`config.mk`:
```
export PLATFORM = sky130hd
export DESIGN_NAME = conv_sched
export DESIGN_NICKNAME = d
export VERILOG_FILES = /design/src/rtl/conv_sched_pkg.sv /design/src/rtl/conv_addr_gen.sv /design/src/rtl/conv_sched.sv
export SDC_FILE = /design/constraint.sdc
export NUM_CORES = 1
export LEC_CHECK = 0
export CAP_MARGIN = 40
export CORE_UTILIZATION = 40
export DETAILED_ROUTE_END_ITERATION = 12
export PLACE_DENSITY = 0.68
export SYNTH_ARGS = -nofsm -noshare
export SYNTH_HDL_FRONTEND = slang
export SYNTH_SLANG_ARGS = --single-unit
export TNS_END_PERCENT = 30
```
`constraint.sdc`:
```
create_clock -name clk -period 5.2 [get_ports clk]
set_input_delay 1.56 -clock clk [delete_from_list [all_inputs] [get_ports clk]]
set_output_delay 1.56 -clock clk [all_outputs]
set_load 0.01 [all_outputs]
```
`src/rtl/conv_sched_pkg.sv`:
```
// rtl/conv_sched_pkg.sv - state codes, default geometry and output-index encoding for conv_sched
package conv_sched_pkg;

  localparam int IMG_W_DEF = 4;
  localparam int K_DEF     = 3;
  localparam int OUT_W_DEF = IMG_W_DEF - K_DEF + 1;
  localparam int KK_DEF    = K_DEF * K_DEF;

  typedef logic [2:0] state_t;

  localparam logic [2:0] ST_IDLE  = 3'd0;
  localparam logic [2:0] ST_CONV  = 3'd1;
  localparam logic [2:0] ST_WRITE = 3'd2;
  localparam logic [2:0] ST_POOL  = 3'd3;
  localparam logic [2:0] ST_DONE  = 3'd4;

  // Output positions are numbered row-major: row*OUT_W+col.
  function automatic logic [1:0] out_idx_of(input int unsigned r, input int unsigned c,
                                            input int unsigned out_w);
    return 2'(r * out_w + c);
  endfunction

endpackage

```
`src/rtl/conv_addr_gen.sv`:
```
// rtl/conv_addr_gen.sv - combinational ifm/weight buffer address generator for conv_sched
module conv_addr_gen #(
  parameter int IMG_W = 4,
  parameter int K     = 3,
  parameter int AW    = 4,
  parameter int RW    = 1,
  parameter int KW    = 2
) (
  input  logic [RW-1:0] r,
  input  logic [RW-1:0] c,
  input  logic [KW-1:0] kr,
  input  logic [KW-1:0] kc,
  output logic [AW-1:0] ifm_addr,
  output logic [AW-1:0] wgt_addr
);

  always_comb begin
    ifm_addr = (AW'(r) + AW'(kr)) * AW'(IMG_W) + AW'(c) + AW'(kc);
    wgt_addr = AW'(kr) * AW'(K) + AW'(kc);
  end

endmodule

```
`src/rtl/conv_sched.sv`:
```
// rtl/conv_sched.sv - 3x3 conv sequencer over a 4x4 map driving one shared MAC PE
// Optional 2x2 pool trigger state is built only when CONV_SCHED_POOL_EN is defined.
module conv_sched
  import conv_sched_pkg::*;
#(
  parameter int IMG_W = IMG_W_DEF,
  parameter int K     = K_DEF,
  parameter int AW    = 4
) (
  input  logic          clk,
  input  logic          rst,
  input  logic          start,
  input  logic          hold,
  output logic          busy,
  output logic          done,
  output logic [2:0]    state,
  output logic [AW-1:0] ifm_addr,
  output logic [AW-1:0] wgt_addr,
  output logic          mac_clr,
  output logic          mac_en,
  output logic          out_we,
  output logic [1:0]    out_idx,
  output logic          pool_en
);

  localparam int OUT_W = IMG_W - K + 1;
  localparam int RW    = (OUT_W > 1) ? $clog2(OUT_W) : 1;
  localparam int KW    = (K > 1) ? $clog2(K) : 1;

  state_t        state_q, state_d;
  logic [RW-1:0] r_q, r_d, c_q, c_d;
  logic [KW-1:0] kr_q, kr_d, kc_q, kc_d;

  logic last_tap, last_pos;

  always_comb begin
    state_d  = state_q;
    r_d      = r_q;
    c_d      = c_q;
    kr_d     = kr_q;
    kc_d     = kc_q;
    last_tap = (kr_q == KW'(K - 1)) && (kc_q == KW'(K - 1));
    last_pos = (r_q == RW'(OUT_W - 1)) && (c_q == RW'(OUT_W - 1));
    case (state_q)
      ST_IDLE: begin
        r_d  = '0;
        c_d  = '0;
        kr_d = '0;
        kc_d = '0;
        if (start) state_d = ST_CONV;
      end
      ST_CONV: begin
        if (!hold) begin
          if (kc_q == KW'(K - 1)) begin
            kc_d = '0;
            kr_d = (kr_q == KW'(K - 1)) ? '0 : kr_q + 1'b1;
          end else begin
            kc_d = kc_q + 1'b1;
          end
          if (last_tap) state_d = ST_WRITE;
        end
      end
      ST_WRITE: begin
        if (!hold) begin
          if (c_q == RW'(OUT_W - 1)) begin
            c_d = '0;
            r_d = (r_q == RW'(OUT_W - 1)) ? '0 : r_q + 1'b1;
          end else begin
            c_d = c_q + 1'b1;
          end
`ifdef CONV_SCHED_POOL_EN
          state_d = last_pos ? ST_POOL : ST_CONV;
`else
          state_d = last_pos ? ST_DONE : ST_CONV;
`endif
        end
      end
`ifdef CONV_SCHED_POOL_EN
      ST_POOL: state_d = ST_DONE;
`endif
      ST_DONE: state_d = ST_IDLE;
      // Illegal codes recover to IDLE with counters cleared.
      default: begin
        state_d = ST_IDLE;
        r_d     = '0;
        c_d     = '0;
        kr_d    = '0;
        kc_d    = '0;
      end
    endcase
  end

  always_ff @(posedge clk) begin
    if (rst) begin
      state_q <= ST_IDLE;
      r_q     <= '0;
      c_q     <= '0;
      kr_q    <= '0;
      kc_q    <= '0;
    end else begin
      state_q <= state_d;
      r_q     <= r_d;
      c_q     <= c_d;
      kr_q    <= kr_d;
      kc_q    <= kc_d;
    end
  end

  conv_addr_gen #(
    .IMG_W(IMG_W),
    .K    (K),
    .AW   (AW),
    .RW   (RW),
    .KW   (KW)
  ) u_addr_gen (
    .r       (r_q),
    .c       (c_q),
    .kr      (kr_q),
    .kc      (kc_q),
    .ifm_addr(ifm_addr),
    .wgt_addr(wgt_addr)
  );

  always_comb begin
    state   = state_q;
    busy    = (state_q != ST_IDLE);
    done    = (state_q == ST_DONE);
    mac_en  = (state_q == ST_CONV) && !hold;
    mac_clr = (state_q == ST_CONV) && !hold && (kr_q == '0) && (kc_q == '0);
    out_we  = (state_q == ST_WRITE) && !hold;
    out_idx = out_idx_of(32'(r_q), 32'(c_q), OUT_W);
`ifdef CONV_SCHED_POOL_EN
    pool_en = (state_q == ST_POOL);
`else
    pool_en = 1'b0;
`endif
  end

endmodule

```
======== Word-level counts from Yosys, hierarchy flattened ========
Cells that the tools add are included.
cells by class
  $mul .................................... 1
  reduce and logical (&&, ||, !) cells .... 18
  add/subtract/negate cells ............... 9
  muxes and demuxes ....................... 20
  bitwise operators ....................... 2
  equality and inequality tests ........... 11
operators by type and width
  cell                                               number
  two-way mux 3 bit                                  5
  != test 2 bit (second input constant)              6
  two-way mux 2 bit                                  5
  one-hot mux 3 bit (3 select lines)                 1
  adder 4 x 2 -> 4 bit                               2
  one-hot mux 2 bit (2 select lines)                 2
  logical AND 1 bit                                  6
  AND reduction 3 bit                                2
  two-way mux 1 bit                                  5
  adder 2 x 1 -> 2 bit (second input constant)       2
  adder 4 x 1 -> 4 bit                               1
  == test 2 bit (second input constant)              2
  logical NOT 2 bit                                  2
  multiplier 2 x 2 -> 4 bit (second input constant)  1
  one-hot mux 1 bit (2 select lines)                 2
  AND reduction 2 bit                                2
  AND reduction 4 bit                                1
  OR reduction 2 bit                                 2
  == test 3 x 1 -> 1 bit (second input constant)     1
  == test 3 x 2 -> 1 bit (second input constant)     1
  == test 3 bit (second input constant)              1
  logical NOT 3 bit                                  1
  nonzero test 3 bit                                 1
  adder 1 bit (second input constant)                2
  4 further kinds                                    5
storage, ports and cells
  register bits ........................... 9
  output and inout bits ................... 19
  input port bits ......................... 4
  logic and storage cells ................. 66

======== Depth between registers and ports, before layout ========
  word-level depth ........................ 5
  gate-level depth with buffers ........... 5
  gate-level depth less buffers ........... 5

======== Modules after synthesis ========
From an unflattened synthesis, not the netlist that was laid out.
unflattened totals
  cells, all modules ...................... 81
  area, all modules ....................... 700.7 um2
modules (own cells, without submodules)
  module         area each (um2)  sequential area each (um2)  instances  cells an instance
  conv_sched     548.0            180.2                       1          65
  conv_addr_gen  152.6            0.0                         1          16

======== Worst setup path after synthesis ========
OpenSTA, ideal clock, no wires.
  path type ............................... input port to output port
  start point ............................. in hold
  end point ............................... out mac_clr
  path buffers ............................ 1
  arrival ................................. 2.316 ns
  stages .................................. 4
  data required time ...................... 3.640 ns
  slack ................................... 1.324 ns
  cell sequence ........................... buf_6 nand2b_1 nor3_2 and3_1
on the way
  word-level cells in the longest chain between the ends .. 4
RTL lines
  element                         RTL line           text
  from (decl)                     conv_sched.sv:13   input logic hold,
  logical NOT 1 bit               --
  logical AND 1 bit               --
  named net mac_en                conv_sched.sv:20   output logic mac_en,
  logical AND 1 bit (2 in a row)  conv_sched.sv:129  mac_clr = (state_q == ST_CONV) && !hold && (kr_q == '0) && (kc_q == '0);
  to (decl)                       conv_sched.sv:19   output logic mac_clr,
The timed path passes the listed nets, and every way through them passes these cells.

======== Final worst setup path ========
  start point ............................. in hold
  end point ............................... out mac_clr
on the way
  word-level cells in the longest chain between the ends .. 4
RTL lines
  element                         RTL line
  logical NOT 1 bit               conv_sched.sv:129
  logical AND 1 bit (3 in a row)  conv_sched.sv:129
Every way passes these cells.

==> flow_metrics.env <==
export IMPL_power_density_mw_per_mm2=159
export IMPL_cts_tree="built"
export IMPL_cpMostUsedCell="clkdlybuf4s50_1"
export IMPL_fmax_ghz=0.217
export IMPL_period_share=0.886
export IMPL_worst_clock_skew_ns=0.00832
export IMPL_root_buffer="clkbuf_4"
export IMPL_timing_reg2reg_setup_slack_ns=3.67
export IMPL_drv_cap=0
export IMPL_hold_buffers=0
export IMPL_vias_per_cell=5.10
export IMPL_routedWlPerCell_um=12.2
export IMPL_start_util=0.429
export IMPL_drive_above_1_share=0.0965
export IMPL_drc=0
export IMPL_synth_top_family_by_area="simple AND/OR/NAND/NOR gates"
export IMPL_async_reset_ff_frac=0
export IMPL_tightest_slew_ns=0.573
export IMPL_core_region_area_sq_mm=0.00198
export IMPL_yosysTopAreaCellShare=0.212
export IMPL_die_area_sq_mm=0.00232
export IMPL_synth_mux_area_frac=0.0118
export IMPL_r2r_end="kr_q[1]"
export IMPL_max_slew_margin_rel=0.617
export IMPL_synth_cell_type_count=40
export IMPL_htreeDepth=1
export IMPL_critPathLaunchType="input pin"
export IMPL_layout_commonest_cell="clkdlybuf4s50_1"
export IMPL_die_w_um=48.1
export IMPL_path_cells="clkdlybuf4s50_1 > nand2b_1 > nor3_2 > and3_1 > clkdlybuf4s50_1"
export IMPL_crit_path_start="hold"
export IMPL_instances_no_fill=141
export IMPL_yosys_area_share_simple=0.294
export IMPL_grt_max_degree=16
export IMPL_timing_worst_setup_path_type="in2out"
export IMPL_critPathSlowestCell="clkdlybuf4s50_1"
export IMPL_r2r_cells=4
export IMPL_setup_viol_count_final=0
export IMPL_rows=16
export IMPL_path_delay_family="buffers and inverters"
export IMPL_cp_depth=5
export IMPL_syn_num_nets=112
export IMPL_via_count=719
export IMPL_sw_frac_of_total=0.276
export IMPL_fin_nets=130
export IMPL_cts_buffers=3
export IMPL_synth_xor_area_frac=0.0412
export IMPL_synth_compound_area_share=0.140
export IMPL_worstHoldPathType="reg2reg"
export IMPL_place_gp_congestion=0.780
export IMPL_io_buffers=21
export IMPL_grt_pass1_wl_mm=2.93
export IMPL_yosys_warnings=0
export IMPL_dr_pass1_iters=4
export IMPL_seq_power_share=0.460
export IMPL_dp_hpwl_mm=1.28
export IMPL_worstSkewPairLatency_ns=0.26
export IMPL_synth_adder_area_share=0.179
export IMPL_status="completed"
export IMPL_synth_avg_cell_area_sq_um=8.77
export IMPL_final_min_clock_period_ns=4.61
export IMPL_synthCells=97
export IMPL_layout_common_cells="clkdlybuf4s50_1 (21), ha_1 (9), dfxtp_1 (9)"
export IMPL_synth_area_leaders="dfxtp_1 (21%), ha_1 (13%), fa_1 (4.7%)"
export IMPL_rsz0062_at_grt="no"
export IMPL_finalSetupTns_ns=0
export IMPL_endpoint_kind="primary output"
export IMPL_cp_data_arrival_time_ns=3.05
export IMPL_hold_ws_ns=0.597
export IMPL_antenna_found_initial=0
export IMPL_synth_seq_area_share=0.212
export IMPL_intPower_mw=0.121
export IMPL_critPathMaxFanout=3
export IMPL_clock_sinks=9
export IMPL_ys_ff_latch=9
export IMPL_rr_startpoint="state[0]"
export IMPL_ios=23
export IMPL_area_delta_synth_final_pct=24.0
export IMPL_synth_edf_count=0
export IMPL_fp_dieH_um=48.1
export IMPL_cp_endpoint="mac_clr"
export IMPL_ant_nets=0
export IMPL_power_frac_comb=0.215
export IMPL_dpl_cell_count=137
export IMPL_syn_cell_area_sq_um=851
export IMPL_ir_worst_vdd_v=0.000107
export IMPL_cp_num_buf_inv=2
export IMPL_clk_pin_slew_ns=0.07
export IMPL_multi_input_area_sq_um=571
export IMPL_p_leak_nw=0.415
export IMPL_post_cts_resized=0
export IMPL_grt_overflow=0
export IMPL_critPathRequiredTime_ns=3.64
export IMPL_synthFlopType="dfxtp_1"
export IMPL_wirelength_mm=1.72
export IMPL_yosys_area_top_type="dfxtp_1"
export IMPL_drt_iter0_drc=28
export IMPL_fillCellCount=195
export IMPL_ff_latch_area_sq_um=180
export IMPL_post_cts_buffers=0
export IMPL_hold_violations=0
export IMPL_critical_path_max_stage_delay_ns=0.53
export IMPL_final_max_slew_viol_count=0
export IMPL_p_sw_mw=0.0462
export IMPL_gr_usage_all_layers=0.176
export IMPL_antenna_cells=0
export IMPL_grt_pass1_vias=634
export IMPL_clock_path_buffers=2
export IMPL_p_clk_frac=0.325
[flip-flops by register name, indices dropped and copies added (netlist names)]
signal,count
state,3
kc_q,2
kr_q,2
c_q,1
r_q,1
[synth_stat cells (2+ instances only)]
library cell / instances
a22oi_1: 3
xnor2_1: 2
o21ai_0: 2
buf_6: 3
nor3_1: 4
inv_1: 7
xor2_1: 2
a21oi_1: 4
nand2_1: 2
ha_1: 9
buf_2: 2
nand3b_1: 5
nand2b_1: 5
or3_1: 2
o21ai_1: 2
nand3_1: 2
dfxtp_1: 9
buf_4: 4
fa_1: 2
nor2_1: 6
[stage by stage]
step	util	setup slack, ns	instance area [sq um]	total power [mW]
2_1_floorplan	-	1.32	851	0.102
3_3_place_gp	0.519	0.607	1030	0.114
3_5_place_dp	0.519	0.596	1030	0.114
4_1_cts	0.532	0.579	1050	0.167
5_1_grt	0.532	0.508	1050	0.178
6_report	0.532	0.593	1050	0.167
[cells by family (layout without fill, tap and decap cells)]
group | after synthesis | in the layout
muxes | 1 | 1
adders and majority gates | 11 | 11
and+or+nand+nor | 38 | 38
DFF | 9 | 9
xor gates and xnor gates | 4 | 4
AOI/OAI and AO/OA | 17 | 17
buffers and inverters | 16 | 33
other | 1 | 1
[per-layer routing]
metal,track usage,part of all wire,vias to the layer above
met5,0,0,-
met4,0.0167,0,0
met3,0.0333,0.030,0
met2,0.284,0.49,15
met1,0.254,0.48,336
li1,-,-,368
[power by group through the flow]
stage	logic [mW]	registers [mW]	clock network (mW)
after floorplan	0.0278	0.0746	0
after global placement	0.0358	0.0783	0
after detailed placement	0.0360	0.0784	0
after CTS	0.0363	0.0769	0.0538
after global routing	0.0393	0.0776	0.0609
final	0.0360	0.0771	0.0544
[worst min path at each step]
stage	from	depth (start not counted)	slack, ns	endpoint
finish	c_q	2	0.60	c_q
global route	c_q	2	0.63	c_q
CTS	c_q	2	0.60	c_q
detailed placement	c_q	2	0.60	c_q
global placement	r_q	2	0.57	r_q
floorplan	r_q	2	0.52	r_q
[final cells by class]
type | instances | share of cell area
Inverter | 7 | 0.0249
Timing Repair Buffer | 22 | 0.206
Multi-Input combinational cell | 72 | 0.541
Tap cell | 27 | 0.0320
Sequential cell | 9 | 0.171
Clock buffer | 4 | 0.0249
[worst register-to-register path, delay by kind of cell, from the launching register on]
family	cells	cell delay, ns
flip-flops	1	0.63
AND/OR/NAND/NOR	2	0.53
AO/OA/AOI/OAI	2	0.31
Note: power is estimated with default switching activity, not from simulation.
==> RTL change 1 (same flow settings) <==
Put a register stage on the output `wgt_addr`, cleared by the reset. The value now appears one clock later. The other outputs are not delayed to match.
--- a/src/rtl/conv_sched.sv
+++ b/src/rtl/conv_sched.sv
@@ -27,4 +27,6 @@
   localparam int RW    = (OUT_W > 1) ? $clog2(OUT_W) : 1;
   localparam int KW    = (K > 1) ? $clog2(K) : 1;
+
+  logic [AW-1:0] wgt_addr_d;
 
   state_t        state_q, state_d;
@@ -119,5 +121,5 @@
     .kc      (kc_q),
     .ifm_addr(ifm_addr),
-    .wgt_addr(wgt_addr)
+    .wgt_addr(wgt_addr_d)
   );
 
@@ -137,4 +139,12 @@
   end
 
+  always_ff @(posedge clk) begin
+    if (rst) begin
+      wgt_addr <= '0;
+    end else begin
+      wgt_addr <= wgt_addr_d;
+    end
+  end
+
 endmodule
 
Formal check against the unedited RTL: not equivalent (Yosys sat finds a counterexample within 4 cycles, from zero or initial values and one cycle with rst high).
==> RTL change 1 against the unedited design <==
  * Synthesized area up 5.3%
  * Design area grew 5.6%
  * Critical path depth did not move
  * Worst setup slack got worse by 0.14 ns
  * Synthesized cell count is the same
  * Clock skew is 0.0033 ns lower
  * Combinational power decreased by 44%
  * Routed wire length down 3.9%
  * Core utilization grew 1.3 points
  * Clock power is 16% higher
  * Non-clock buffer count is 1 lower
  * Sequential cell count increased by 4
  * Power up 11%
  * Critical path type unchanged
==> RTL change 1: results (changes against the unedited design) <==
Logic synthesis
  – Syn Nets: 112 (unchanged)
  – Main area contributors after synthesis: dfxtp_1 29%, ha_1 13%, fa_1 4.5%
  – Post-synthesis async set-or-reset flop share: 0% (unchanged)
  – YS warnings: 0 (unchanged)
  – Syn avg cell area: 9.236 um2 (+5.3%)
  – Sequential fraction of the synthesis area: 29.05% (+7.9 points)
  – Adder-Cell Fraction of Synth Area: 17.04% (-0.90 points)
  – Commonest cells in the netlist: 13 x dfxtp_1, 9 x ha_1, 7 x nor2_1
  – Xor-xnor portion of the synthesized cell area: 3.911% (-0.21 points)
  – Mux contribution to synthesized area: 0% (-1.2 points)
  – Distinct cells, synth: 41 (+2.5%)
  – Compound-cell area share of the yosys netlist: 16.62% (+2.6 points)

Place
  – GP Congestion: 0.8155 (+4.6%)
  – Place WS: 0.4506 ns (-0.1454 ns)
  – Port Buffers: 21 (unchanged)
  – HPWL after DPL: 1267 um (-0.88%)
  – Placed Instances: 137 (unchanged)

Cells and area
  – Max reg flops: 4 (+1)
  – Largest reg by FF count: wgt_addr
  – # nets final: 130 (unchanged)
  – FILL cells: 209 (+7.2%)
  – Layout cells sized above 1: 9.649% (unchanged)
  – Diode count: 0 (unchanged)
  – Finished Layout Cells: 141 (unchanged)

Clock tree
  – CTS resizes: 0 (unchanged)
  – CTS clk-pin slew, worst paths: 0.09 ns (+0.02 ns)
  – Worst-case clock buffer depth: 2 (unchanged)
  – Postcts setup bufs: 0 (unchanged)
  – Total CTS buffers: 3 (unchanged)
  – Clk_lat worst skew: about 0.27 ns
  – H-tree depth: 1 (unchanged)
  – Clk Tree Root Cell: clkbuf_4

Power and ir drop
  – Sw Ratio: 24.24% (-3.4 points)
  – Leak: 0.4351 nW (+4.7%)
  – Maximum VDD drop: 0.1401 mV (+30%)

Global routing
  – Initial antenna violation count: 0 (unchanged)
  – Largest net degree at the start of global routing: 14 (-2)
  – Global-route wire length before repair: 2628 um (-10%)
  – GRT Total Usage: 13.84% (-3.8 points)
  – Vias in the first global route: 607 (-4.3%)

Setup path
  – Critical-path top delay cell: clkdlybuf4s50_1
  – Worst path max stage delay: 0.57 ns (+0.04 ns)
  – Crit-path max FO: 11 (+8)
  – R2R Path Start: kc_q[1]
  – CP arrival: 3.19 ns (+0.14 ns)
  – Crit-path leading delay family: buffers and inverters
  – Crit. Startpoint: hold

Drt
  – Pre-Repair DR Iteration Count: 4 (unchanged)
  – Routed len/inst: 11.74 um (-3.9%)
  – 1st-iter DRT viols: 12 (-57%)
  – DR vias/cell: 5.248 (+2.9%)

STA
  – Clock skew: 0.004998 ns (-0.003326 ns)

Min path
  – Hold_sp: r_q

Run status
  – Status: complete, no violations
RTL change 1: power groups by stage:
stage	sequential (mW)	combinational, mW	clock [mW]
floorplan	0.104	0.0136	0
global placement	0.105	0.0200	0
detailed placement	0.105	0.0202	0
CTS	0.103	0.0203	0.0646
global route	0.103	0.0218	0.0705
finish	0.103	0.0202	0.0629
RTL change 1: path summary, 6_finish.rpt:
check | endpoint | cells after the start | slack (ns)
worst max-delay path | mac_clr | 5 | 0.45
worst min-delay path | state[2] | 2 | 0.57
worst min register to register | state[2] | 2 | 0.57
worst max register to register | wgt_addr[2] | 5 | 3.34
RTL change 1: area by class of cell:
cell class              instances  area (um2)  share of cell area (%)
clock buffers                   4       26.28                   2.360
inverters                       5       18.77                   1.685
multi-input cells              71       564.3                   50.67
flip-flops and latches         13       260.3                   23.37
well taps                      27       33.78                   3.034
repair buffers                 21       210.2                   18.88
RTL change 1: kinds of logic after synthesis:
| family | Yosys count |
|---|---|
| AOI/OAI and AO/OA | 19 |
| xor gates and xnor gates | 4 |
| adders and majority gates | 11 |
| buffers and inverters | 13 |
| DFF | 13 |
| other | 1 |
| and+or+nand+nor | 36 |
RTL change 1: worst min-delay path, cell delays in order, from the launching register on:
cell and delay (ns):
dfxtp_1 0.38, nand2_1 0.11, nor3_1 0.05
RTL change 1: layer usage:
| layer | vias up | global-route usage (%) | wire length (um) |
|---|---|---|---|
| met3 | 0 | 2.804 | 91 |
| met1 | 340 | 18.98 | 838 |
| met4 | 0 | 2.941 | 0 |
| met5 | - | 0 | 0 |
| met2 | 30 | 22.15 | 726 |
| li1 | 370 | - | - |
RTL change 1: per-stage QoR:
step | util (%) | instance area (um2) | power [mW]
floorplan | - | 895.9 | 0.1180
global placement | 53.25 | 1087 | 0.1255
detailed placement | 53.25 | 1087 | 0.1256
CTS | 54.53 | 1114 | 0.1880
global route | 54.53 | 1114 | 0.1958
finish | 54.53 | 1114 | 0.1861
==> RTL change 2 (same flow settings) <==
Made on the original files. The option `CONV_SCHED_POOL_EN` is turned on by a define.
--- a/src/rtl/conv_sched.sv
+++ b/src/rtl/conv_sched.sv
@@ -1,4 +1,6 @@
 // rtl/conv_sched.sv - 3x3 conv sequencer over a 4x4 map driving one shared MAC PE
 // Optional 2x2 pool trigger state is built only when CONV_SCHED_POOL_EN is defined.
+`define CONV_SCHED_POOL_EN
+
 module conv_sched
   import conv_sched_pkg::*;
Function: no difference found for any inputs over 10 cycles, from zero or initial values and one cycle with rst high; that may be too few to reach the edited logic, so the function may still have changed.
==> RTL change 2 against the unedited design <==
  * Power down 12%
  * Highest routed layer is now met4
  * Worst setup slack better by 0.026 ns
  * Cell count down 1.4%
  * Synthesized area down 7.6%
  * Critical path depth down 1
  * Routed wire length up 3.5%
  * Critical path type unchanged
  * Sequential cell count unchanged
  * Design area down 3.1%
==> RTL change 2: results (changes against the unedited design) <==
Run status
  – Status: complete, no violations

Drt
  – Pre-Repair DR Iteration Count: 4 (unchanged)
  – Routed wire length: 1785 um (+3.5%)
  – WL met1: 842 um (+1.1%)
  – DR WL met3: 70 um (+37%)
  – Met2 Wirelength: 860 um (+2.5%)
  – 1st-iter DRT viols: 7 (-75%)
  – Via count: 750 (+4.3%)
  – Routed len/inst: 12.84 um (+5.0%)
  – Top Metal Used: met4

Power and ir drop
  – Maximum VDD drop: 0.09527 mV (-11%)
  – Leak: 0.4155 nW (about the same)

Place
  – Placement Cell Area: 996.0 um2 (-3.2%)
  – GP Congestion: 0.7247 (-7.0%)
  – Placed Instances: 135 (-1.5%)
  – Port Buffers: 22 (+4.8%)
  – HPWL after DPL: 1353 um (+5.9%)
  – Place WS: 0.6559 ns (+0.05997 ns)

Clock tree
  – Clk_lat worst skew: 0.26 ns (about the same)

Logic synthesis
  – Distinct cells, synth: 36 (-10%)
  – Main area contributors after synthesis: dfxtp_1 23%, ha_1 14%, fa_1 5.1%
  – Sequential fraction of the synthesis area: 22.93% (+1.8 points)
  – Syn Nets: 109 (-2.7%)
  – Commonest cells in the netlist: 9 x dfxtp_1, 9 x ha_1, 8 x nor2_1
  – Syn Inst Count: 94 (-3.1%)

Cells and area
  – Layout cells sized above 1: 10.53% (+0.88 points)
  – FILL cells: 170 (-13%)

Setup path
  – CP arrival: 3.02 ns (-0.03 ns)
  – Crit-path max FO: 7 (+4)

STA
  – Max_slew headroom: 63.05% (+1.3 points)
  – Clock skew: 0.001607 ns (-0.006718 ns)

Global routing
  – Vias in the first global route: 609 (-3.9%)
  – GRT met3 Usage: 7.059% (+3.7 points)
  – Largest net degree at the start of global routing: 18 (+2)
  – Met2 global-route usage: 31.11% (+2.7 points)
  – GRT Total Usage: 18.61% (+0.99 points)
  – M1 GR Usage: 21.85% (-3.5 points)
  – Global-route wire length before repair: 2725 um (-6.8%)
RTL change 2: cell count changes after synthesis, moves of 3 or more:
cell | unedited run | this run
nand2_1 | 2 | 7
nand3b_1 | 5 | 1
a22oi_1 | 3 | 0
nand2b_1 | 5 | 1
RTL change 2: cells by family (layout without fill, tap and decap cells):
kind of cell / count (synthesis) / in the layout / synth area share (%)
simple gates: 39 / 39 / 29.78
xor+xnor: 3 / 3 / 3.345
compound gates: 18 / 18 / 14.01
flops: 9 / 9 / 22.93
mux: 1 / 1 / 1.433
buf+inv: 13 / 33 / 9.075
fa+ha+maj: 11 / 11 / 19.43
RTL change 2: final timing paths:
| check | start | end | slack (ns) | cells after the start |
|---|---|---|---|---|
| worst max-delay path | hold | out_we | 0.62 | 4 |
| worst min-delay path | kc_q[0] | kc_q[0] | 0.59 | 2 |
| worst max register to register | state[2] | c_q | 3.64 | 4 |
| worst min register to register | kc_q[0] | kc_q[0] | 0.59 | 2 |
RTL change 2: critical path, cell delays in order:
cell and delay [ns]:
clkdlybuf4s50_1 0.52, buf_4 0.22, nor3_1 0.16, clkdlybuf4s50_1 0.56
RTL change 2: power breakdown:
part           total (mW)  switching [mW]  internal, mW
combinational      0.0189         0.00879        0.0101
sequential         0.0730         0.00318        0.0699
clock              0.0550          0.0253        0.0296
total               0.147          0.0373         0.110
RTL change 2: cell type report:
cell class                 count  area, um2  area share, %
multi-input combinational     72      534.3          52.26
timing repair buffer          23      227.7          22.28
sequential                     9      180.2          17.63
tap                           25      31.28          3.060
inverter                       6      22.52          2.203
clock buffer                   4      26.28          2.570
